`src/rtl/aud_adc_receiver.sv`:
```
// WM8731 I2S ADC receiver: captures left-channel samples from the codec pins
// and issues one SRAM write strobe per sample at an incrementing word address.
module aud_adc_receiver #(
  parameter int DATA_W      = 16,
  parameter int ADDR_W      = 20,
  parameter int SYNC_STAGES = 2
) (
  input  logic              i_clk,
  input  logic              i_rst,
  input  logic              i_start,
  input  logic              i_pause,
  input  logic              i_stop,
  input  logic              i_AUD_BCLK,
  input  logic              i_AUD_ADCLRCK,
  input  logic              i_AUD_ADCDAT,
  output logic [DATA_W-1:0] o_data,
  output logic [ADDR_W-1:0] o_addr,
  output logic              o_wr,
  output logic [ADDR_W:0]   o_len,
  output logic              o_full,
  output logic [2:0]        o_state
);

  localparam int CNT_W = $clog2(DATA_W + 1);

  typedef enum logic [2:0] {
    S_IDLE  = 3'd0,
    S_ARM   = 3'd1,
    S_SKIP  = 3'd2,
    S_SHIFT = 3'd3,
    S_WRITE = 3'd4,
    S_PAUSE = 3'd5
  } state_t;

  state_t                 state_q, state_d;
  logic [SYNC_STAGES-1:0] bclk_sync_q, bclk_sync_d;
  logic [SYNC_STAGES-1:0] lrck_sync_q, lrck_sync_d;
  logic [SYNC_STAGES-1:0] dat_sync_q, dat_sync_d;
  logic                   bclk_prev_q, bclk_prev_d;
  logic                   lrck_prev_q, lrck_prev_d;
  logic [DATA_W-1:0]      sr_q, sr_d;
  logic [CNT_W-1:0]       cnt_q, cnt_d;
  logic [ADDR_W-1:0]      addr_q, addr_d;
  logic [ADDR_W:0]        len_q, len_d;
  logic                   full_q, full_d;
  logic                   pend_q, pend_d;

  logic bclk_s, lrck_s, dat_s;
  logic bclk_rise, lrck_fall;

  assign bclk_s    = bclk_sync_q[SYNC_STAGES-1];
  assign lrck_s    = lrck_sync_q[SYNC_STAGES-1];
  assign dat_s     = dat_sync_q[SYNC_STAGES-1];
  assign bclk_rise = bclk_s & ~bclk_prev_q;
  assign lrck_fall = ~lrck_s & lrck_prev_q;

  always_ff @(posedge i_clk or posedge i_rst) begin
    if (i_rst) begin
      state_q     <= S_IDLE;
      bclk_sync_q <= '0;
      lrck_sync_q <= '0;
      dat_sync_q  <= '0;
      bclk_prev_q <= 1'b0;
      lrck_prev_q <= 1'b0;
      sr_q        <= '0;
      cnt_q       <= '0;
      addr_q      <= '0;
      len_q       <= '0;
      full_q      <= 1'b0;
      pend_q      <= 1'b0;
    end else begin
      state_q     <= state_d;
      bclk_sync_q <= bclk_sync_d;
      lrck_sync_q <= lrck_sync_d;
      dat_sync_q  <= dat_sync_d;
      bclk_prev_q <= bclk_prev_d;
      lrck_prev_q <= lrck_prev_d;
      sr_q        <= sr_d;
      cnt_q       <= cnt_d;
      addr_q      <= addr_d;
      len_q       <= len_d;
      full_q      <= full_d;
      pend_q      <= pend_d;
    end
  end

  always_comb begin
    state_d     = state_q;
    bclk_sync_d = {bclk_sync_q[SYNC_STAGES-2:0], i_AUD_BCLK};
    lrck_sync_d = {lrck_sync_q[SYNC_STAGES-2:0], i_AUD_ADCLRCK};
    dat_sync_d  = {dat_sync_q[SYNC_STAGES-2:0], i_AUD_ADCDAT};
    bclk_prev_d = bclk_s;
    lrck_prev_d = lrck_s;
    sr_d        = sr_q;
    cnt_d       = cnt_q;
    addr_d      = addr_q;
    len_d       = len_q;
    full_d      = full_q;
    pend_d      = pend_q;

    case (state_q)
      S_IDLE: begin
        if (i_start) begin
          addr_d  = '0;
          len_d   = '0;
          full_d  = 1'b0;
          pend_d  = 1'b0;
          state_d = S_ARM;
        end
      end
      S_ARM: begin
        if (i_stop) begin
          pend_d  = 1'b0;
          state_d = S_IDLE;
        end else begin
          if (i_pause) pend_d = 1'b1;
          if (lrck_fall) state_d = S_SKIP;
        end
      end
      // I2S places the MSB one bit clock after the frame edge.
      S_SKIP: begin
        if (i_stop) begin
          pend_d  = 1'b0;
          state_d = S_IDLE;
        end else begin
          if (i_pause) pend_d = 1'b1;
          if (bclk_rise) begin
            cnt_d   = '0;
            state_d = S_SHIFT;
          end
        end
      end
      S_SHIFT: begin
        if (i_stop) begin
          pend_d  = 1'b0;
          state_d = S_IDLE;
        end else begin
          if (i_pause) pend_d = 1'b1;
          if (bclk_rise) begin
            sr_d  = {sr_q[DATA_W-2:0], dat_s};
            cnt_d = cnt_q + 1'b1;
            if (cnt_q == CNT_W'(DATA_W - 1)) state_d = S_WRITE;
          end
        end
      end
      // The strobe has already gone out this cycle, so the word is counted
      // even if a stop arrives alongside it.
      S_WRITE: begin
        addr_d = addr_q + 1'b1;
        len_d  = len_q + 1'b1;
        pend_d = 1'b0;
        if (addr_q == {ADDR_W{1'b1}}) begin
          full_d  = 1'b1;
          state_d = S_IDLE;
        end else if (i_stop) begin
          state_d = S_IDLE;
        end else if (pend_q) begin
          state_d = S_PAUSE;
        end else begin
          state_d = S_ARM;
        end
      end
      S_PAUSE: begin
        if (i_stop) state_d = S_IDLE;
        else if (i_start) state_d = S_ARM;
      end
      default: state_d = S_IDLE;
    endcase
  end

  always_comb begin
    o_wr    = (state_q == S_WRITE);
    o_data  = sr_q;
    o_addr  = addr_q;
    o_len   = len_q;
    o_full  = full_q;
    o_state = state_q;
  end

endmodule

```
`config.mk`:
```
export PLATFORM = sky130hd
export DESIGN_NAME = aud_adc_receiver
export DESIGN_NICKNAME = d
export VERILOG_FILES = /design/src/rtl/aud_adc_receiver.sv
export SDC_FILE = /design/constraint.sdc
export NUM_CORES = 1
export LEC_CHECK = 0
export ABC_AREA = 0
export BUFFER_PORTS_ARGS = -buffer_cell sky130_fd_sc_hd__buf_4
export CORE_ASPECT_RATIO = 1.25
export CORE_UTILIZATION = 42
export CTS_BUF_LIST = sky130_fd_sc_hd__clkbuf_8
export DETAILED_ROUTE_END_ITERATION = 6
export GPL_ROUTABILITY_DRIVEN = 1
export PLACE_DENSITY = 0.66
export SKIP_LAST_GASP = 1
export SYNTH_ARGS = -nofsm -noshare
export SYNTH_HDL_FRONTEND = slang
export SYNTH_SLANG_ARGS = --single-unit
```
`constraint.sdc`:
```
create_clock -name i_clk -period 2.2 [get_ports i_clk]
set_clock_uncertainty 0.15 [all_clocks]
set_input_delay 0.33 -clock i_clk [delete_from_list [all_inputs] [get_ports i_clk]]
set_output_delay 0.33 -clock i_clk [all_outputs]
set_load 0.01 [all_outputs]
```
-- Word-level counts from Yosys, hierarchy flattened
Cells that the tools add are included.
- register bits: 75
- input port bits: 8
- add/sub/neg operators: 3
- equal/unequal tests: 18
- muxes and demuxes: 28
- bitwise logic cells: 5
- reduce and logical (&&, ||, !) cells: 11
- operator list (cell ; count):
    $pmux 21 s2 ; 1
    $pmux 20 s2 ; 1
    $mux 3 ; 12
    $add 21x1->21 const B ; 1
    $mux 21 ; 1
    $add 20x1->20 const B ; 1
    $eq 20x20->1 const B ; 1
    $mux 20 ; 1
    $mux 5 ; 4
    $pmux 3 s6 ; 1
    $ne 3x3->1 const B ; 4
    $ne 2x2->1 const B ; 5
    $pmux 5 s2 ; 1
    $reduce_and 3->1 ; 3
    $eq 3x2->1 const B ; 2
    $eq 3x3->1 const B ; 2
    $add 5x1->5 const B ; 1
    $eq 5x4->1 const B ; 1
    $reduce_and 5->1 ; 1
    $mux 1 ; 4
    $reduce_and 4->1 ; 1
    $reduce_bool 2->1 ; 2
    $eq 3x1->1 const B ; 1
    $logic_not 3->1 ; 1
    other kinds (9) ; 12

-- Logic depth before layout (Yosys ltp)
- depth in word-level cells: 5
- gate-level depth with buffers: 7

-- Worst setup path before layout
Ideal clock, no wire load.
- path kind: reg-to-reg
- from: register cnt_q[0]
- to: register state_q[0] (netlist: o_state[0])
- setup time: 0.082 ns
- arrival time: 1.777 ns
- data required time: 1.968 ns
- slack: 0.191 ns
- cell stages (with the launch flop): 8
- path buffers: 0
- path through: dfrtp_1 > ha_1 > and3_1 > ha_1 > and2_1 > o32a_1 > or2_2 > a31oi_1
- longest elaborated chain between the ends: 3
- ends and longest elaborated chain (element ; RTL line ; RTL):
    from (decl) ; 42 ; logic [CNT_W-1:0] cnt_q, cnt_d;
    from (signal assigned) ; 79 ; cnt_q <= cnt_d;
    $eq 5x4->1 ; 142 ; if (cnt_q == CNT_W'(DATA_W - 1)) state_d = S_WRITE;
    $ne 3x3->1 (no line) ; n/a ;
    $reduce_and 4->1 (no line) ; n/a ;
    to (signal assigned) ; 72 ; state_q <= state_d;
    to (decl) ; 35 ; state_t state_q, state_d;
Every way passes these cells.
A chain may end at the register's enable or synchronous reset.

-- Final worst setup path
Ends and elaborated chain as after synthesis.

==> impl_metrics.ini <==
[final_layout]
regArea_sq_um = 1880
diodes = 0
fillers = 722
area_growth_pct = 27.5
drive_above_1_share = 0.305
nNetsFinal = 413
multiInputGateArea_sq_um = 1500

[floorplan]
dieHeight_um = 104
ioPinCount = 70
die_x_um = 83.3
initial_utilization = 0.440
core_region_area_sq_um = 7880
rows = 36
die_area_sq_um = 8630

[setup_path]
setup.worst_path.class = register to register
cp_slowest_cell = dfrtp_1
r2r-start = cnt_q[0]
worstPathCellList = ha_2 -> and3_1 -> ha_1 -> and2_1 -> o32a_1 -> or2_2 -> a31oi_1
r2r_setup_slack_ps = 130
cp-start-kind = register
path_depth = 7
rr_worst_depth = 7
worst-path-buf-inv = 0
crit_arrival_ps = 2180
crit_family = simple AND/OR/NAND/NOR gates
cp.required_ps = 2310
critPathMaxStageDelay_ps = 410
cp-end-kind = register
r2r-end = o_state[0]
worstPathMaxFanout = 4

[logic_synthesis]
syn-instance-count = 319
synth_ff_type = dfrtp_1
yosys.area.top_type_share = 0.541
syn_nets = 331
ys_seq_elements = 75
synth.cell_area_sq_um = 3470
synth-edff-count = 0
ys_async_sr_fraction = 1.00
yosysWarningCount = 0
post_synth.cell_area_avg_sq_um = 10.9
seq_area_frac_synth = 0.541
synth_largest_area_cell = dfrtp_1
yosysMostFrequentCell = dfrtp_1
synthTopCellsByCount = 75 x dfrtp_1, 36 x nand2_1, 22 x o21ai_0
synth_cell_types = 45
yosys-top-cells-area = dfrtp_1 54%, mux2_2 5.5%, mux2i_1 4.9%, nand2_1 3.9%, o21ai_0 3.2%

[sta]
fin_setup_tns_ps = 0
rsz0062_at_grt = no
period_share = 0.942
fmax_mhz = 482
setup_viol = 0
worst_slew_pin_slew_ps = 417
slew_viol_final = 0
maxSlewHeadroom = 0.721
min_period_ps = 2070
finalHoldViolCount = 0

[power]
max-vdd-ir-drop_uv = 456
power_w = 0.00313
p_per_area_nw_per_um2 = 707
leakage_nw = 2.14

[global_route]
grtUsageTotal = 0.177
first_global_vias = 2564
grt_overflow_total = 0
grt_pass1_wl_mm = 12.4
grt_start_max_net_pins = 58
antenna_found_initial = 0

[clocking]
cts-root-buf = clkbuf_8
ctsLongestPathBuffers = 2
clock_latency_ps = 330
cts.sinks = 75
cts-buffers-inserted = 9
clk_pin_slew_ps = 80
cts_tree = done
htreeDepth = 3

[drt]
dr_wl_met2_mm = 3.68
vias = 2753
drt_pass1_iterations = 4
ant_nets = 0
routed.top_layer = met4
wl_per_cell_um = 14.6
via_per_inst = 5.50
drt_iter0_markers = 125
drt-met1-wl_mm = 3.14
drc_errors = 0
route.met3.wl_um = 350
totalWireLength_mm = 7.30

[run_status]
outcome = finished clean

[placed_design]
port_buffers = 69
hpwlAfterDp_mm = 5.06
place_congestion = 0.778

[worst_hold_path]
hold_start = bclk_sync_q[0]
worstHoldEndpoint = bclk_sync_q[1]
hold_class = register to register
holdPathStages = 0

[flow_run]
maxCapViolCount = 0
-- cell usage in the layout, fill, tap and decap left out, types with 4 or more instances in the layout --
| cell type | Yosys | layout |
|---|---|---|
| dlygate4sd3_1 | 0 | 4 |
| o41ai_1 | 6 | 6 |
| inv_1 | 8 | 7 |
| nand3_1 | 18 | 18 |
| and3_1 | 7 | 7 |
| o21ai_0 | 22 | 22 |
| o211ai_1 | 7 | 7 |
| a22o_1 | 6 | 6 |
| mux2_2 | 17 | 17 |
| buf_4 | 1 | 81 |
| clkbuf_8 | 0 | 9 |
| nand4_1 | 10 | 10 |
| mux2i_1 | 17 | 17 |
| nor2_1 | 13 | 13 |
| dfrtp_1 | 75 | 75 |
| nand2b_1 | 6 | 6 |
| nand2_1 | 36 | 36 |
| o31ai_1 | 8 | 8 |
-- worst reg2reg max path, cell delays in order, from the launching register on --
cell and delay, ps:
dfrtp_1 410, ha_2 200, and3_1 180, ha_1 160, and2_1 150, o32a_1 310, or2_2 280, a31oi_1 160
-- through the flow --
| step | setup slack (ps) | hold WS [ps] | cells | instance area [sq um] | util |
|---|---|---|---|---|---|
| 3_3_place_gp | 153 | 183 | 481 | 4160 | 0.527 |
| 5_1_grt | 35.1 | 210 | 501 | 4420 | 0.561 |
| 4_1_cts | 97.0 | 194 | 501 | 4420 | 0.561 |
| 2_1_floorplan | 191 | 181 | 319 | 3470 | - |
| 3_5_place_dp | 116 | 187 | 481 | 4160 | 0.527 |
| 6_report | 127 | 203 | 501 | 4420 | 0.561 |
-- registers in the layout, indices dropped and copies added (netlist names) --
register,count
bclk_prev_q,1
bclk_sync_q,2
cnt_q,5
dat_sync_q,2
lrck_prev_q,1
lrck_sync_q,2
o_addr,20
o_data,16
o_full,1
o_len,21
o_state,3
pend_q,1
-- routing by layer --
| layer | track usage | vias up |
|---|---|---|
| met5 | 0 | - |
| met4 | 0.0776 | 0 |
| met3 | 0.0406 | 10 |
| met2 | 0.281 | 69 |
| met1 | 0.230 | 1316 |
| li1 | - | 1358 |
-- power breakdown --
part           total, W  internal (W)  switching [W]
sequential      0.00149       0.00145      0.0000487
clock           0.00117      0.000646       0.000529
combinational  0.000456      0.000178       0.000278
total           0.00313       0.00227       0.000856
-- cell type report --
type,count,share of cell area
Sequential cell,75,0.424
Inverter,9,0.00849
Tap cell,95,0.0269
Multi-Input combinational cell,220,0.338
Clock inverter,7,0.0229
Timing Repair Buffer,86,0.151
Clock buffer,9,0.0280
-- how the worst max path moves through the flow --
| stage | start | to | slack, ps |
|---|---|---|---|
| 3_3_place_gp | cnt_q[0] | o_state[0] | 150 |
| 3_5_place_dp | cnt_q[0] | o_state[0] | 120 |
| 2_1_floorplan | cnt_q[0] | o_state[0] | 190 |
| 6_report | cnt_q[0] | o_state[0] | 130 |
| 4_1_cts | cnt_q[0] | o_state[0] | 100 |
| 5_1_grt | cnt_q[0] | o_state[0] | 40 |
-- repair_timing --
item / CTS / global route
hold endpoints to repair: 21 / 0
setup endpoints to repair: 0 / 3
buffers inserted: 0 / 0
resized for setup: 0 / 3
hold buffers: 4 / 0
-- logic make-up after synthesis --
family | share of synthesized area
and+or+nand+nor | 0.185
muxes | 0.104
DFF | 0.541
xor gates and xnor gates | 0.00252
buffers and inverters | 0.0285
adders and majority gates | 0.0144
AOI/OAI and AO/OA | 0.125
No activity file was read; power rests on OpenSTA's default activity.
